$ cat config.mk
export PLATFORM = sky130hd
export DESIGN_NAME = risc_run_monitor
export DESIGN_NICKNAME = d
export VERILOG_FILES = /design/src/rtl/risc_mon_pkg.sv /design/src/rtl/risc_mon_trace_fifo.sv /design/src/rtl/risc_run_monitor.sv
export SDC_FILE = /design/constraint.sdc
export NUM_CORES = 1
export LEC_CHECK = 0
export BUFFER_PORTS_ARGS = -buffer_cell sky130_fd_sc_hd__buf_4
export CAP_MARGIN = 5
export CORE_ASPECT_RATIO = 0.8
export CORE_MARGIN = 10
export CORE_UTILIZATION = 45
export CTS_BUF_LIST = sky130_fd_sc_hd__clkbuf_4
export DETAILED_ROUTE_END_ITERATION = 7
export GPL_TIMING_DRIVEN = 0
export PLACE_DENSITY = 0.61
export SYNTH_ARGS = -nofsm -noshare
export SYNTH_HDL_FRONTEND = slang
export SYNTH_SLANG_ARGS = --single-unit
$ cat constraint.sdc
create_clock -name CLK -period 15.8 [get_ports CLK]
set_clock_uncertainty 0.15 [all_clocks]
set_input_delay 1.58 -clock CLK [delete_from_list [all_inputs] [get_ports CLK]]
set_output_delay 1.58 -clock CLK [all_outputs]
set_load 0.01 [all_outputs]
$ cat src/rtl/risc_mon_pkg.sv
// Shared types and defaults for the KGP_RISC run controller / result monitor.
package risc_mon_pkg;

  typedef enum logic [1:0] {
    ST_HOLD = 2'd0,
    ST_RUN  = 2'd1,
    ST_DONE = 2'd2
  } mon_state_e;

  localparam int unsigned DEF_DATA_W      = 32;
  localparam int unsigned DEF_PC_W        = 32;
  localparam int unsigned DEF_RST_CYCLES  = 3;
  localparam int unsigned DEF_TIMEOUT     = 200;
  localparam int unsigned DEF_HALT_REPEAT = 8;
  localparam int unsigned DEF_TRACE_DEPTH = 16;

  function automatic int unsigned trace_entry_w(input int unsigned pc_w, input int unsigned data_w);
    return pc_w + data_w;
  endfunction

endpackage

$ cat src/rtl/risc_mon_trace_fifo.sv
// First-word-fall-through trace FIFO with occupancy count and sticky overflow.
module risc_mon_trace_fifo #(
  parameter int unsigned WIDTH = 64,
  parameter int unsigned DEPTH = 16
) (
  input  logic                     clk,
  input  logic                     rst,
  input  logic                     clr,
  input  logic                     wr_en,
  input  logic [WIDTH-1:0]         wr_data,
  input  logic                     rd_en,
  output logic [WIDTH-1:0]         rd_data,
  output logic                     empty,
  output logic [$clog2(DEPTH):0]   count,
  output logic                     overflow
);

  localparam int unsigned AW = $clog2(DEPTH);

  logic [WIDTH-1:0] mem [DEPTH];
  logic [AW-1:0]    wr_ptr_q, wr_ptr_d, rd_ptr_q, rd_ptr_d;
  logic [AW:0]      count_q, count_d;
  logic             overflow_q, overflow_d;
  logic             full, do_wr, do_rd;

  assign full  = (count_q == (AW+1)'(DEPTH));
  assign empty = (count_q == '0);

  // A pop frees a slot in the same edge, so a write while full still lands.
  assign do_rd = rd_en && !empty && !clr;
  assign do_wr = wr_en && (!full || do_rd) && !clr;

  always_comb begin
    wr_ptr_d   = wr_ptr_q;
    rd_ptr_d   = rd_ptr_q;
    count_d    = count_q;
    overflow_d = overflow_q;
    if (clr) begin
      wr_ptr_d   = '0;
      rd_ptr_d   = '0;
      count_d    = '0;
      overflow_d = 1'b0;
    end else begin
      if (do_wr) wr_ptr_d = wr_ptr_q + AW'(1);
      if (do_rd) rd_ptr_d = rd_ptr_q + AW'(1);
      count_d = count_q + (AW+1)'(do_wr) - (AW+1)'(do_rd);
      if (wr_en && !do_wr) overflow_d = 1'b1;
    end
  end

  always_ff @(posedge clk or posedge rst) begin
    if (rst) begin
      wr_ptr_q   <= '0;
      rd_ptr_q   <= '0;
      count_q    <= '0;
      overflow_q <= 1'b0;
    end else begin
      wr_ptr_q   <= wr_ptr_d;
      rd_ptr_q   <= rd_ptr_d;
      count_q    <= count_d;
      overflow_q <= overflow_d;
    end
  end

  always_ff @(posedge clk) begin
    if (do_wr) mem[wr_ptr_q] <= wr_data;
  end

  assign rd_data  = empty ? '0 : mem[rd_ptr_q];
  assign count    = count_q;
  assign overflow = overflow_q;

endmodule

$ cat src/rtl/risc_run_monitor.sv
// Run controller and result-change trace monitor for the KGP_RISC core.
// Optional result signature enabled by defining RISC_MON_SIGNATURE_EN.
module risc_run_monitor
  import risc_mon_pkg::*;
#(
  parameter int unsigned DATA_W      = DEF_DATA_W,
  parameter int unsigned PC_W        = DEF_PC_W,
  parameter int unsigned RST_CYCLES  = DEF_RST_CYCLES,
  parameter int unsigned TIMEOUT     = DEF_TIMEOUT,
  parameter int unsigned HALT_REPEAT = DEF_HALT_REPEAT,
  parameter int unsigned TRACE_DEPTH = DEF_TRACE_DEPTH
) (
  input  logic                                      CLK,
  input  logic                                      RST,
  input  logic                                      restart,
  output logic                                      core_rst,
  input  logic [DATA_W-1:0]                         res_in,
  input  logic [PC_W-1:0]                           pc_in,
  input  logic                                      trace_rd_en,
  output logic [trace_entry_w(PC_W, DATA_W)-1:0]    trace_rd_data,
  output logic                                      trace_empty,
  output logic [$clog2(TRACE_DEPTH):0]              trace_count,
  output logic                                      trace_overflow,
  output logic                                      run_done,
  output logic                                      halted,
  output logic                                      timed_out,
  output logic [31:0]                               cycle_count,
  output logic [DATA_W-1:0]                         signature
);

  localparam int unsigned HCW = $clog2(RST_CYCLES + 1);
  localparam int unsigned SCW = $clog2(HALT_REPEAT);

  mon_state_e        state_q, state_d;
  logic [HCW-1:0]    hold_cnt_q, hold_cnt_d;
  logic [31:0]       cycle_count_q, cycle_count_d;
  logic [SCW-1:0]    pc_stable_q, pc_stable_d;
  logic [DATA_W-1:0] prev_res_q;
  logic [PC_W-1:0]   prev_pc_q;
  logic              halted_q, halted_d, timed_out_q, timed_out_d;
  logic              trace_wr, pc_same;

  assign pc_same = (pc_in == prev_pc_q);

  always_comb begin
    state_d       = state_q;
    hold_cnt_d    = hold_cnt_q;
    cycle_count_d = cycle_count_q;
    pc_stable_d   = pc_stable_q;
    halted_d      = halted_q;
    timed_out_d   = timed_out_q;
    trace_wr      = 1'b0;
    if (restart) begin
      state_d       = ST_HOLD;
      hold_cnt_d    = '0;
      cycle_count_d = '0;
      pc_stable_d   = '0;
      halted_d      = 1'b0;
      timed_out_d   = 1'b0;
    end else begin
      case (state_q)
        ST_HOLD: begin
          if (hold_cnt_q == HCW'(RST_CYCLES - 1)) begin
            state_d    = ST_RUN;
            hold_cnt_d = '0;
          end else begin
            hold_cnt_d = hold_cnt_q + HCW'(1);
          end
        end
        ST_RUN: begin
          // cycle_count is still 0 only in the first RUN cycle of a run.
          trace_wr      = (cycle_count_q == '0) || (res_in != prev_res_q);
          cycle_count_d = (&cycle_count_q) ? cycle_count_q : cycle_count_q + 32'd1;
          pc_stable_d   = pc_same ? pc_stable_q + SCW'(1) : '0;
          if (pc_same && (pc_stable_q == SCW'(HALT_REPEAT - 2))) begin
            halted_d = 1'b1;
            state_d  = ST_DONE;
          end
          if (cycle_count_d == 32'(TIMEOUT)) begin
            timed_out_d = 1'b1;
            state_d     = ST_DONE;
          end
        end
        default: ;
      endcase
    end
  end

  always_ff @(posedge CLK or posedge RST) begin
    if (RST) begin
      state_q       <= ST_HOLD;
      hold_cnt_q    <= '0;
      cycle_count_q <= '0;
      pc_stable_q   <= '0;
      halted_q      <= 1'b0;
      timed_out_q   <= 1'b0;
      prev_res_q    <= '0;
      prev_pc_q     <= '0;
    end else begin
      state_q       <= state_d;
      hold_cnt_q    <= hold_cnt_d;
      cycle_count_q <= cycle_count_d;
      pc_stable_q   <= pc_stable_d;
      halted_q      <= halted_d;
      timed_out_q   <= timed_out_d;
      prev_res_q    <= res_in;
      prev_pc_q     <= pc_in;
    end
  end

`ifdef RISC_MON_SIGNATURE_EN
  logic [DATA_W-1:0] signature_q, signature_d;

  always_comb begin
    signature_d = signature_q;
    if (restart)
      signature_d = '0;
    else if (trace_wr)
      signature_d = {signature_q[DATA_W-2:0], signature_q[DATA_W-1]} ^ res_in;
  end

  always_ff @(posedge CLK or posedge RST) begin
    if (RST) signature_q <= '0;
    else     signature_q <= signature_d;
  end

  assign signature = signature_q;
`else
  assign signature = '0;
`endif

  risc_mon_trace_fifo #(
    .WIDTH (trace_entry_w(PC_W, DATA_W)),
    .DEPTH (TRACE_DEPTH)
  ) u_trace_fifo (
    .clk      (CLK),
    .rst      (RST),
    .clr      (restart),
    .wr_en    (trace_wr),
    .wr_data  ({pc_in, res_in}),
    .rd_en    (trace_rd_en),
    .rd_data  (trace_rd_data),
    .empty    (trace_empty),
    .count    (trace_count),
    .overflow (trace_overflow)
  );

  assign core_rst    = (state_q != ST_RUN);
  assign run_done    = (state_q == ST_DONE);
  assign halted      = halted_q;
  assign timed_out   = timed_out_q;
  assign cycle_count = cycle_count_q;

endmodule

* Yosys cells after proc, flatten, opt, wreduce, memory -nomap -nowiden
Memory sizes are Yosys's and may differ from the RTL's.
Cells that the tools add are included.
** Storage, ports and cells
- Flip-flop bits (word level) :: 119
- Bits of input ports :: 68
- Output and inout port bits :: 139
- RAM bits :: 1024
- Logic and storage cells :: 90
- Memories kept :: 1
** Memories
- u_trace_fifo.mem :: words 16, bits a word 64, rd ports 1, clocked after memory_dff 0, wr ports 1, line risc_mon_trace_fifo.sv:20 : logic [WIDTH-1:0] mem [DEPTH];
** Operators by class
- Muxes and demuxes :: 32
- $add $sub $neg :: 7
- Eq/ne operators :: 11
- Reductions and logical operators :: 27
** Operators with widths (count)
- 32-bit two-way mux :: 3
- 64-bit two-way mux :: 1
- 32-bit by 1-bit adder with 32-bit output (second input constant) :: 1
- 32-bit == test :: 1
- 32-bit by 8-bit == test with 1-bit output (second input constant) :: 1
- 32-bit logical NOT :: 1
- 32-bit inequality test :: 1
- 32-bit AND reduction :: 1
- 4-bit two-way mux :: 4
- 2-bit two-way mux :: 7
- 2-bit nonzero test :: 7
- 1-bit two-way mux :: 12
- 3-bit two-way mux :: 3
- 4-bit by 1-bit adder with 4-bit output (second input constant) :: 2
- 1-bit logical AND :: 6
- 5-bit by 1-bit adder with 5-bit output :: 1
- 5-bit == test (second input constant) :: 1
- 5-bit logical NOT :: 1
- 5-bit two-way mux :: 1
- 5-bit by 1-bit subtractor with 5-bit output :: 1
- 2-bit == test (second input constant) :: 2
- 1-bit logical NOT :: 4
- 4-bit inequality test (second input constant) :: 1
- 2-bit case mux with 2 select lines :: 1
- other kinds (11) :: 13

* Longest topological paths before layout
Gate-level depths: netlist of the first run.
- Depth after elaboration :: 11
- Gate-level depth with buffers :: 15
- Depth with buffers taken out :: 13

* Modules after synthesis
From an unflattened synthesis of the first run, not the netlist that was laid out.
** Unflattened totals
- Cells, all modules :: 2234
- Area total of the unflattened synthesis :: 45062.0 µm²
** By module, submodules not included
- risc_mon_trace_fifo :: seq. area each 31099.8 µm², cells each 1692, area an instance 39589.2 µm², instances 1
- risc_run_monitor :: seq. area each 2627.5 µm², cells each 542, area an instance 5472.7 µm², instances 1

* Least setup slack after synthesis of the first run
OpenSTA, ideal clock, no wires.
- Kind :: input -> register
- Start :: input trace_rd_en
- End :: memory u_trace_fifo.mem[7][0], enable pin
- Path slack :: 8.160 ns
- Data required time :: 15.085 ns
- Setup time :: 0.565 ns
- Data arrival time :: 6.925 ns
- Stages on the path :: 7
- Path buffers :: 2
- Cell sequence :: nand2b_1 clkbuf_1 o2111ai_1 nor2b_1 clkbuf_1 nand2_1 nor3_1
** On the way
- Longest elaborated chain between the ends :: 7
** RTL lines
- start, declared :: line risc_run_monitor.sv:19 : input logic trace_rd_en,
- 1-bit logical AND (2 in series) :: line risc_mon_trace_fifo.sv:30 : assign do_rd = rd_en && !empty && !clr;
- 1-bit logical OR :: line risc_mon_trace_fifo.sv:31 : assign do_wr = wr_en && (!full || do_rd) && !clr;
- 1-bit logical AND (2 in series) :: line risc_mon_trace_fifo.sv:31
- 1-bit two-way mux :: line risc_mon_trace_fifo.sv:66 : if (do_wr) mem[wr_ptr_q] <= wr_data;
- 1-bit two-way mux (implied by the code) :: line risc_mon_trace_fifo.sv:66
- end, declared :: line risc_mon_trace_fifo.sv:20
Every way passes these cells.

* Worst setup path after layout of the first run
- Start :: register u_trace_fifo.rd_ptr_q[0]
- End :: output trace_rd_data[63]
** On the way
- Longest elaborated chain between the ends :: 2
** RTL lines
- start, declared :: line risc_mon_trace_fifo.sv:21 : logic [AW-1:0] wr_ptr_q, wr_ptr_d, rd_ptr_q, rd_ptr_d;
- start signal, assigned :: line risc_mon_trace_fifo.sv:59 : rd_ptr_q <= rd_ptr_d;
- memory 16 x 64 bit
- 64-bit two-way mux :: line risc_mon_trace_fifo.sv:69 : assign rd_data = empty ? '0 : mem[rd_ptr_q];
- end, declared :: line risc_run_monitor.sv:20 : output logic [trace_entry_w(PC_W, DATA_W)-1:0] trace_rd_data,
Every way passes these cells.

==> impl_summary.md, run 1 <==
Timing
The setup-violating endpoint count in the final report is 0. The actual transition at the worst max-transition pin is 1.34 ns. The worst path needs around 7 ns of the cycle, external delays included. Setup repair after global routing left no endpoint under its margin. The post-route fraction of the period consumed by the critical path is a little under half. The number of pins exceeding their max-slew limit in the final report is 0. The number of hold-slack violations in the final timing report is 0. Timing would allow up to ~0.14 GHz. The tightest slew margin relative to the limit is between 10% and 20%. Summed over all failing endpoints, the final setup total negative slack is 0 ns.

Floorplanning
The horizontal die dimension is 374 µm. The number of top-level pins is ~210. The site row count is 103. The floorplan die area is 0.113 mm². The height of the die is around 300 µm. The initial standard-cell utilization of the core is roughly 46%. The placeable core area is between 0.09 and 0.1 mm².

Detailed routing
The first detailed-routing pass ran for 5 iterations. After detailed routing, the average wire length per cell comes to about 27 µm. The post-detailed-route via-to-cell ratio is 5.56. The total wire length is 113000 µm. The number of nets with antenna violations after detailed routing is 0.

The number of DRC markers after the initial detailed-route iteration is between 2000 and 2500. Summing over every cut layer, the via total after detailed routing is roughly 24000. After detailed routing, the number of remaining DRC violations is 0.

Synthesis
After synthesis, flip-flops and latches occupy between 70 and 80% of the total area. The synthesized area divided by synthesized cell count is 21.1 µm². The most frequently used flop master after synthesis is sky130_fd_sc_hd__edfxtp_1. The fraction of registers with async set or reset after synthesis is 10.4%. The post-synthesis sequential element count is ~1100. Yosys mapped a number of flops with a built-in enable equal to 1024. The synthesis warning total is 0. The cell area after technology mapping is around 0.045 mm².

The netlist uses 61 different library cells. The cell count after synthesis came out at roughly 2100.

Place
The post-placement cell area is between 0.04 and 0.05 mm². The half-perimeter wire length of the detailed placement result is approximately 73000 µm. The final weighted congestion in routability-driven placement is around 0.83. The number of I/O port buffers is approximately 170. Counting tap cells, the placed design contains a total of 3724 instances.

Clock tree
Post-CTS repair changed the size of 0 cells. The number of buffers created by CTS is 300. The TritonCTS sink count is between 1000 and 1500.

The number of hold buffers added after CTS was 0. Clock-pin slew was measured on the worst setup and hold paths at 0.06 ns. TritonCTS built the clock tree. The post-CTS setup-driven buffer insertion count is 0.

In this run the clock root is driven by a sky130_fd_sc_hd__clkbuf_4. The clock insertion delay at the later pin of the skew report is 1.17 ns. The depth of the CTS H-tree is 5. The clock passes through at most 4 buffers.

Power
The power share of the combinational group is 21.0%. Of the total power, registers draw about 46%. Summed over all nets, the switching power comes to just under 0.002 W. The standby leakage power is ~18 nW. Net switching is between 20 and 30% of the power. Internal power comes to 0.00534 W.

For this design the ratio of total power to cell area is ~140 mW/mm². The worst vdd rail ir drop is 0.0770 mV. Per report_power, the clock group accounts for between 30 and 40% of the total. The total chip power is 0.00732 W.

Worst setup path
STA classifies the critical path endpoint as an output pin. For the worst flop-to-flop path, the logic depth is 13. Data on the critical path is required at its endpoint by about 14 ns. The critical register-to-register path startpoint is cycle_count[0]$_DFFE_PP0N_. The arrival time at the worst endpoint is 5.46 ns. The worst setup path is of the flop to output pin kind. In this run the critical register-to-register path is captured at u_trace_fifo.mem[9][50]$_DFFE_PP_. The worst setup path is launched from a flop. The slack of the worst reg-to-reg path is between 10 and 15 ns. Along the worst path, the maximum fanout reaches 10.

Global routing
The first global-routing pass estimated 167000 µm of wire. Summed over all layers, the global routing overflow is 0. Global routing used approximately a fifth of the available tracks across all layers. The number of global-route vias before repair came to around 25000. The pin count of the biggest net entering global routing is 74. The initial antenna violation count is 13.

Layout
The post-route standard cell area excluding fillers is 0.0530 mm². The layout filler cell count is around 7800. The fraction of final layout cells sized beyond drive strength 1 is between 30% and 40%. Cells fill a little over half of the core in the end. The synthesis-to-layout area growth is 17.5%. The finished layout holds 4242 standard cells, fillers aside.

The library cells used most frequently in the layout, excluding fill and tap cells, are 1024 x sky130_fd_sc_hd__edfxtp_1, 441 x sky130_fd_sc_hd__clkbuf_4, 320 x sky130_fd_sc_hd__mux4_2, 208 x sky130_fd_sc_hd__buf_4, 119 x sky130_fd_sc_hd__dfrtp_1. The library cell used most frequently in the layout, excluding fill and tap cells, is sky130_fd_sc_hd__edfxtp_1. The number of nets in the finished design is between 2000 and 3000.

Worst hold path
The type of the most critical hold path is primary input to async pin.

Run
Max-cap violations in this run came to 0.

Run status
The flow ran to the end, and the final reports show no timing, DRC or antenna violations.
## flip-flops by register name, summed over array words and instances (netlist names)
signal                 count
state_q                    2
u_trace_fifo.count         5
pc_stable_q                3
u_trace_fifo.overflow      1
hold_cnt_q                 2
prev_pc_q                 32
halted                     1
prev_res_q                32
u_trace_fifo.rd_ptr_q      4
u_trace_fifo.mem        1024
timed_out                  1
u_trace_fifo.wr_ptr_q      4
cycle_count               32
## how the worst max path moves through the flow
stage	cells past startpoint	startpoint	endpoint	slack (ns)
after floorplan	7	trace_rd_en	u_trace_fifo.mem[7][0]$_DFFE_PP_	8.16
after global placement	9	res_in[8]	u_trace_fifo.mem[4][45]$_DFFE_PP_	1.52
after detailed placement	7	u_trace_fifo.rd_ptr_q[0]$_DFFE_PP0P_	trace_rd_data[63]	9.82
after CTS	7	u_trace_fifo.rd_ptr_q[0]$_DFFE_PP0P_	trace_rd_data[63]	8.51
after global routing	7	u_trace_fifo.rd_ptr_q[0]$_DFFE_PP0P_	trace_rd_data[63]	8.42
final	7	u_trace_fifo.rd_ptr_q[0]$_DFFE_PP0P_	trace_rd_data[63]	8.61
## per-layer routing
metal / GRT usage, % / up-vias / share of wire (%)
met2: 31.7 / 983 / 48
met5: 0 / - / 0.078
met4: 7.73 / 14 / 2.2
met1: 27.5 / 12400 / 42
li1: - / 10100 / -
met3: 4.52 / 179 / 7.0
## through the flow
step                setup WS [ns]  hold WS [ns]
floorplan                    8.16         0.364
CTS                          8.51         0.246
global route                 8.42         0.280
detailed placement           9.82         0.332
finish                       8.61         0.330
global placement             1.52         0.344
## power groups by stage
stage / Combinational [W] / Sequential [W] / Clock [W]
floorplan: 0.000953 / 0.00340 / 0
global placement: 0.00155 / 0.00339 / 0
detailed placement: 0.00158 / 0.00339 / 0
CTS: 0.00158 / 0.00333 / 0.00252
global route: 0.00166 / 0.00333 / 0.00269
finish: 0.00154 / 0.00333 / 0.00245
## synth_stat cells, types with 4 or more instances
master	n	area (µm²)
sky130_fd_sc_hd__buf_4	33	248
sky130_fd_sc_hd__xnor2_1	20	175
sky130_fd_sc_hd__o21ai_0	12	60.1
sky130_fd_sc_hd__buf_1	26	97.6
sky130_fd_sc_hd__nor2b_1	71	444
sky130_fd_sc_hd__dfrtp_1	119	2980
sky130_fd_sc_hd__ha_1	15	188
sky130_fd_sc_hd__inv_1	25	93.8
sky130_fd_sc_hd__mux4_2	320	7210
sky130_fd_sc_hd__o31ai_1	4	30.0
sky130_fd_sc_hd__xor2_1	85	744
sky130_fd_sc_hd__nor3_1	18	90.1
sky130_fd_sc_hd__a21oi_1	20	100
sky130_fd_sc_hd__nand4_1	32	200
sky130_fd_sc_hd__clkbuf_1	71	267
sky130_fd_sc_hd__nor4_1	24	150
sky130_fd_sc_hd__and3_1	5	31.3
sky130_fd_sc_hd__buf_2	15	75.1
sky130_fd_sc_hd__edfxtp_1	1024	30700
sky130_fd_sc_hd__nor2_1	78	293
sky130_fd_sc_hd__and2_1	7	43.8
sky130_fd_sc_hd__mux2i_1	6	60.1
sky130_fd_sc_hd__nand3_1	20	100
sky130_fd_sc_hd__and4_1	5	43.8
sky130_fd_sc_hd__or3_1	6	37.5
sky130_fd_sc_hd__nand2_1	25	93.8
sky130_fd_sc_hd__nand2b_1	4	25.0
## worst max-delay path: stages (launching register included)
cell and delay, ns:
sky130_fd_sc_hd__dfrtp_1 0.35, sky130_fd_sc_hd__clkbuf_1 0.51, sky130_fd_sc_hd__clkbuf_1 0.87, sky130_fd_sc_hd__buf_1 0.94, sky130_fd_sc_hd__mux4_2 0.62, sky130_fd_sc_hd__mux4_2 0.49
sky130_fd_sc_hd__nor2b_1 0.25, sky130_fd_sc_hd__buf_4 0.28
## cells by family after synthesis
kind of cell	synth area share [%]
DFF	74.7
muxes	16.1
and+or+nand+nor	4.02
buffers and inverters	1.78
xor gates and xnor gates	2.04
AOI/OAI and AO/OA	0.884
adders and majority gates	0.460
other	0.00831
## final cells by class
class                           instances  area [µm²]  share of cell area, %
Clock buffer                          441        3310                   6.24
Multi-Input combinational cell        857       10800                   20.4
Clock inverter                         70         297                  0.559
Antenna cell                            7        17.5                 0.0330
Timing Repair Buffer                  239        2410                   4.54
Tap cell                             1312        1640                   3.10
Inverter                               25        98.8                  0.186
Buffer                                148         708                   1.34
Sequential cell                      1143       33700                   63.6
No activity file was read; power rests on OpenSTA's default activity.
==> run 2, diff against run 1 <==
Clock period 15.8 ns to 6.85 ns, I/O delays scaled along.
==> impl_summary.md, run 2 (synthesis results as in run 1) <==
Layout
In the layout the commonest cells are 1024 x sky130_fd_sc_hd__edfxtp_1, 441 x sky130_fd_sc_hd__clkbuf_4, 320 x sky130_fd_sc_hd__mux4_2, 208 x sky130_fd_sc_hd__buf_4, 119 x sky130_fd_sc_hd__dfrtp_1. The top register by number of flip-flops is u_trace_fifo.mem. The number of nets in the finished design is ~2900. The number of flip-flops under the largest register name is ~1000. Once layout is complete, the cells apart from fillers number between 4000 and 5000. The synthesis-to-layout area growth is 19.0%. The fraction of final layout cells sized beyond drive strength 1 is between 30% and 40%.

Leaving out fill and tap cells, the most frequent cell in the layout is sky130_fd_sc_hd__edfxtp_1.

Worst setup path
Walking the worst path, the cells encountered are clkbuf_1 > clkbuf_1 > buf_1 > mux4_2 > mux4_2 > nor2b_1 > buf_4. By startpoint and endpoint, the worst setup path is classified as flop to output pin. In this design, the stage delay of the slowest critical-path cell is about 0.95 ns. Along the worst path, the maximum fanout reaches 10. The kind of start point of the critical path is a flop. The arrival time at the worst endpoint is approximately 5.5 ns. The critical path's slowest cell is sky130_fd_sc_hd__buf_1. The worst setup path is captured at an output pin. The required time of the critical path is ~6.0 ns.

Power
The power spent charging and discharging nets is 0.00458 W. The power share of the combinational group is approximately a fifth. Summed over all cells, the static leakage comes to between 15 and 20 nW. The portion of total power attributed to sequential cells is a little under half. VDD sags by at most about 0.18 mV. The internal power component is ~0.012 W. The clock share of power is between 30% and 40%. The design draws about 0.017 W. In this run the power density over the cells is 315 mW/mm². The fraction of power spent switching nets is a little over a quarter.

Clock tree
The clock insertion delay at the later pin of the skew report is between 1 and 1.5 ns. The post-CTS setup-driven buffer insertion count is 0. The clock net in this run drives a total of about 1100 sinks. The maximum root-to-sink buffer count is 4. The clock slew seen by the registers of the worst setup and hold paths is 0.06 ns. Counting the buffers created by CTS gives 300. The clock tree from TritonCTS is built. The cell sitting at the root of the clock tree is a sky130_fd_sc_hd__clkbuf_4. The depth of the CTS H-tree is 5.

Detailed routing
The number of nets with antenna violations after detailed routing is 0. The number of DRC markers after the initial detailed-route iteration is around 2300. Dividing the detail-routed via count by the number of cells gives ~5.5.

In the final routed layout, each cell accounts on average for about 26 µm. The number of detailed-routing iterations run before antenna repair is 5. The total vias in the final route is around 24000.

The residual DRC count is 0. For this block, the routed nets add up to approximately 110000 µm of wire.

Global routing
The initial antenna violation count is 7. The first-pass GRT wire length is 168000 µm. The leftover overflow at the end of global routing is 0.

Global routing consumed, over all layers together, 20.2% of the routing resources. The number of global-route vias before repair was between 20000 and 30000. The pin count of the biggest net entering global routing is 74.

Timing
The time the final worst path needs with I/O delays and setup is ~6.3 ns. The worst path meets setup with about 0.55 ns of slack. At the pin with the least slew margin, the transition time is between 1 and 1.5 ns. Setup repair after global routing left no endpoint under its margin.

The setup-violating endpoint count in the final report is 0. Hold timing on the final database bottoms out at a slack of roughly 0.16 ns. Derived from the worst setup path, the maximum achievable clock frequency is ~0.16 GHz. The tightest slew margin relative to the limit is around a tenth. The number of hold-slack violations in the final timing report is 0. The number of pins exceeding their max-slew limit in the final report came to 0. The final critical path takes up between 90 and 100% of the cycle.

Floorplanning
Row generation in the floorplan step produced about 100 rows. The initial utilization of the core area, before any placement, comes to a little under half. In this run the vertical extent of the chip is slightly above 300 µm.

In this run the count of I/O pins placed on the die edge is 207. The floorplan die area is ~0.11 mm². The total area inside the core boundary comes to between 0.09 and 0.1 mm². The die is ~370 µm wide.

Place
Once detailed placement completed, the half-perimeter wirelength came to roughly 73000 µm. The worst setup slack after placement is ~1.8 ns. Buffers placed on the I/O ports in this run total 174. The congestion estimate from routability-driven global placement came to approximately 0.83. The placed cell count is roughly 3700.

Run status
The flow ran to the end, and the final reports show no timing, DRC or antenna violations.

Run
The tool flagged a number of max-cap violations equal to 0.

Worst hold path
The type of the most critical hold path is primary input to flop.
-- run 2: changes by cell type in the layout (fill, tap and decap cells not counted) --
cell | before | now
sky130_fd_sc_hd__dlygate4sd3_1 | 0 | 68
sky130_fd_sc_hd__diode_2 | 7 | 8
-- run 2: timing repair --
| action | in CTS | in global routing |
|---|---|---|
| hold buffers | 68 | 0 |
| endpoints found under the setup margin | 0 | 0 |
| endpoints found under the hold margin | 1217 | 0 |
| resized for setup | 0 | 0 |
-- run 2: layer usage --
| metal | GRT usage [%] | vias up | routed length (µm) |
|---|---|---|---|
| li1 | - | 10200 | - |
| met1 | 27.7 | 12600 | 48900 |
| met2 | 32.0 | 929 | 55000 |
| met3 | 4.29 | 166 | 7570 |
| met4 | 7.39 | 6 | 2420 |
| met5 | 0 | - | 35 |
-- run 2: worst paths after layout --
kind,from,endpoint,slack (ns),depth (start not counted)
setup / recovery,u_trace_fifo.rd_ptr_q[0]$_DFFE_PP0P_,trace_rd_data[63],0.55,7
hold / removal,res_in[13],prev_res_q[13]$_DFF_PP0_,0.16,2
setup reg to reg,cycle_count[0]$_DFFE_PP0N_,u_trace_fifo.mem[11][46]$_DFFE_PP_,2.44,13
hold reg to reg,timed_out$_DFFE_PP0P_,timed_out$_DFFE_PP0P_,0.35,2
max in group asynchronous,RST,prev_pc_q[17]$_DFF_PP0_,5.08,5
min in group asynchronous,RST,prev_res_q[23]$_DFF_PP0_,0.60,4
-- run 2: metrics by stage --
step,util (%),setup TNS [ns],instance area (µm²)
final,54.2,0,53700
after global routing,54.2,0,53700
after detailed placement,49.8,0,49400
after CTS,54.2,0,53700
after global placement,48.6,-2955.33,48200
after floorplan,-,-30.69,45300
-- run 2: power groups by stage --
stage                     clock, W  combinational, W  sequential [W]
final                      0.00566           0.00358         0.00768
after global routing       0.00620           0.00386         0.00768
after CTS                  0.00581           0.00368         0.00768
after detailed placement         0           0.00364         0.00783
after global placement           0           0.00358         0.00783
after floorplan                  0           0.00220         0.00783
-- run 2: final cells by class --
type,instances,area (µm²)
clock inverters,70,297
fillers,7725,45400
well taps,1312,1640
plain buffers,148,708
clock buffers,441,3310
inverters,25,98.8
diodes,8,20.0
repair buffers,307,3090
multi-input cells,857,10800
flip-flops and latches,1143,33700
-- run 2: critical path, delay by kind of cell, from the launching register on --
family | cells | cell delay [ns]
buf+inv | 4 | 2.61
flops | 1 | 0.35
mux | 2 | 1.11
simple gates | 1 | 0.24
==> run 3, diff against run 2 <==
==> constraint.sdc (replaced) <==
create_clock -name CLK -period 6.85 [get_ports CLK]
set_clock_uncertainty 0.15 [all_clocks]
set_input_delay 0.3425 -clock CLK [delete_from_list [all_inputs] [get_ports CLK]]
set_output_delay 0.3425 -clock CLK [all_outputs]
set_load 0.01 [all_outputs]
==> impl_summary.md, run 3 (synthesis results as in run 1) <==
Run status
The flow ran to the end, and the final reports show no timing, DRC or antenna violations.

Clock tree
The post-CTS setup-driven buffer insertion count is 0. The TritonCTS sink count is between 1000 and 1500. The clock passes through at most 4 buffers. The clock slew seen by the registers of the worst setup and hold paths is ~0.06 ns.

The post-cts resize count is 0. In this run, CTS created clock tree buffers numbering 300. The tree is rooted in a sky130_fd_sc_hd__clkbuf_4.

TritonCTS built the clock tree. The depth of the CTS H-tree is 5. The clock insertion delay at the later pin of the skew report is approximately 1.2 ns.

Timing
The number of pins exceeding their max-slew limit in the final report is 0. The achievable frequency is approximately 0.17 GHz. The number of hold-slack violations in the final timing report was 0. Setup violations remaining at the end of the flow were counted as 0. Counting I/O delays and the setup requirement, the final critical path takes 6.02 ns. Setup repair after global routing left no endpoint under its margin. The worst hold slack after final layout is 0.151 ns. Summed over all failing endpoints, the final setup total negative slack is 0 ns. The actual transition at the worst max-transition pin is 1.36 ns. The tightest slew margin relative to the limit is roughly a tenth. The post-route fraction of the period consumed by the critical path is approximately 90%.

Worst setup path
The slack of the worst reg-to-reg path is 2.40 ns. The kind of start point of the critical path is a flop. The required time of the critical path is roughly 6.4 ns. The combined buffer and inverter count along the critical path is 4. The delay of the slowest critical-path stage is 0.95 ns.

The largest fanout of any net on the critical path is 10. The sort of element at the end of the critical path is an output pin. Among cell families on the critical path, the largest total delay comes from buffers and inverters. Data on the critical path arrives at its endpoint at approximately 5.5 ns. The slowest stage of the critical path is the sky130_fd_sc_hd__buf_1 cell.

The critical path goes through clkbuf_1 > clkbuf_1 > buf_1 > mux4_2 > mux4_2 > nor2b_1 > buf_4. The classification of the worst setup path is flop to output pin.

Global routing
The initial antenna violation count is 6. The global-route usage over all layers is 20.8%. The number of global-route vias before repair was roughly 26000. The first global-routing pass estimated between 150000 and 200000 µm of wire. The pin count of the biggest net entering global routing is 74.

The leftover overflow at the end of global routing is 0.

Layout
Of the cells placed in the final design, the portion with a size suffix greater than 1 is between 30% and 40%. The top register by number of flip-flops is u_trace_fifo.mem. The library cell used most frequently in the layout, excluding fill and tap cells, is sky130_fd_sc_hd__edfxtp_1. The area of the multi-input gates is approximately 0.011 mm². The number of flip-flops under the largest register name is just over 1000. The number of nets in the finished design is 2932. The register area is between 0.03 and 0.04 mm².

The area growth from synthesis to layout is 20.4%. After filler insertion, the fill cell instance count of the layout stands at slightly below 8000. In the layout the commonest cells are 1024 x sky130_fd_sc_hd__edfxtp_1, 441 x sky130_fd_sc_hd__clkbuf_4, 320 x sky130_fd_sc_hd__mux4_2, 208 x sky130_fd_sc_hd__buf_4, 134 x sky130_fd_sc_hd__dlygate4sd3_1.

Detailed routing
The sum of met3 wire segment lengths after detailed routing is about 8500 µm. In this run the remaining antenna-violating nets after routing total 0. The post-detailed-route via-to-cell ratio is ~5.6. The first detailed-routing pass ran for 5 iterations.

Wires add up to 118000 µm. In the final routed layout, each cell accounts on average for around 27 µm. The residual DRC count is 0. After the first detailed-routing iteration, the DRC count stood at 2440. The total vias in the final route is approximately 24000.

The wire length on met2 is about 57000 µm. For this block, wires on met1 add up to approximately 50000 µm. Signal routing reaches up to met5.

Floorplanning
The floorplan die area is ~0.11 mm². The horizontal die dimension is 374 µm. The placeable core area is 0.0991 mm². The number of top-level pins is approximately 210. The height of the die is 303 µm.

Once the floorplan was initialized, standard cells occupied between 40% and 50% of the core. In this run the core area contains just over 100 standard-cell rows.

Place
Detailed placement finished with a half-perimeter wire length of ~73000 µm. The number of I/O port buffers is about 170. The final weighted congestion in routability-driven placement is between 0.8 and 0.9.

Power
The worst-case IR drop observed on VDD is roughly 0.18 mV. Dividing total power by cell area gives a power density of around 310 mW/mm². The total chip power is 0.0170 W. The standby leakage power is 18.3 nW.

Run
The max-cap check violation count is 0.

Worst hold path
The type of the most critical hold path is primary input to flop.
## run 3: cell count changes in the layout (fill, tap and decap cells not counted), sizes merged
cell         before  now
dlygate4sd3      68  134
diode             8    7
## run 3: path summary, 6_finish.rpt
check | from | to | depth (start not counted)
hold reg to reg | timed_out$_DFFE_PP0P_ | timed_out$_DFFE_PP0P_ | 2
min in group asynchronous | RST | prev_res_q[23]$_DFF_PP0_ | 4
hold / removal | restart | u_trace_fifo.count[1]$_DFF_PP0_ | 4
setup / recovery | u_trace_fifo.rd_ptr_q[0]$_DFFE_PP0P_ | trace_rd_data[63] | 7
setup reg to reg | cycle_count[0]$_DFFE_PP0N_ | u_trace_fifo.mem[9][50]$_DFFE_PP_ | 13
max in group asynchronous | RST | prev_pc_q[17]$_DFF_PP0_ | 5
## run 3: layer usage
layer  vias up  global-route usage, %
met5         -                      0
met2      1044                   33.0
met1     12800                   28.4
li1      10300                      -
met3       167                   4.67
met4         4                   7.73
## run 3: final cells by class
type	instances	area share, %
Timing Repair Buffer	373	6.90
Inverter	25	0.182
Buffer	148	1.30
Tap cell	1312	3.02
Clock inverter	70	0.545
Clock buffer	441	6.09
Antenna cell	7	0.0322
Multi-Input combinational cell	857	19.9
Sequential cell	1143	62.0
## run 3: worst reg2reg max path, stage by stage (launching register included)
cell and delay (ns):
sky130_fd_sc_hd__dfrtp_1 0.41, sky130_fd_sc_hd__clkbuf_1 0.21, sky130_fd_sc_hd__inv_1 0.10, sky130_fd_sc_hd__ha_1 0.14, sky130_fd_sc_hd__nor4b_1 0.27, sky130_fd_sc_hd__nand4_1 0.21
sky130_fd_sc_hd__nor2_1 0.28, sky130_fd_sc_hd__o31ai_1 0.16, sky130_fd_sc_hd__nor2b_1 0.13, sky130_fd_sc_hd__clkbuf_1 0.38, sky130_fd_sc_hd__nand3b_1 0.43, sky130_fd_sc_hd__nor2_4 0.73
sky130_fd_sc_hd__buf_12 0.28, sky130_fd_sc_hd__buf_12 0.22
## run 3: repair_timing
action / in CTS / in global routing
setup endpoints to repair: 0 / 0
endpoints found under the hold margin: 1262 / 0
hold buffers: 134 / 0
## run 3: report_power, final
group          internal (W)  switching, W
Sequential          0.00765     0.0000316
Combinational       0.00174       0.00190
Clock               0.00298       0.00269
## run 3: stage by stage
stage               utilization [%]  instances  worst slack (ns)  cell area [µm²]
finish                         54.9       4376             0.833            54400
global route                   54.9       4375             0.682            54400
CTS                            54.8       4369             0.801            54400
detailed placement             49.8       3724              2.11            49400
global placement               48.6       3659             -6.38            48200
floorplan                         -       2173            -0.120            45300
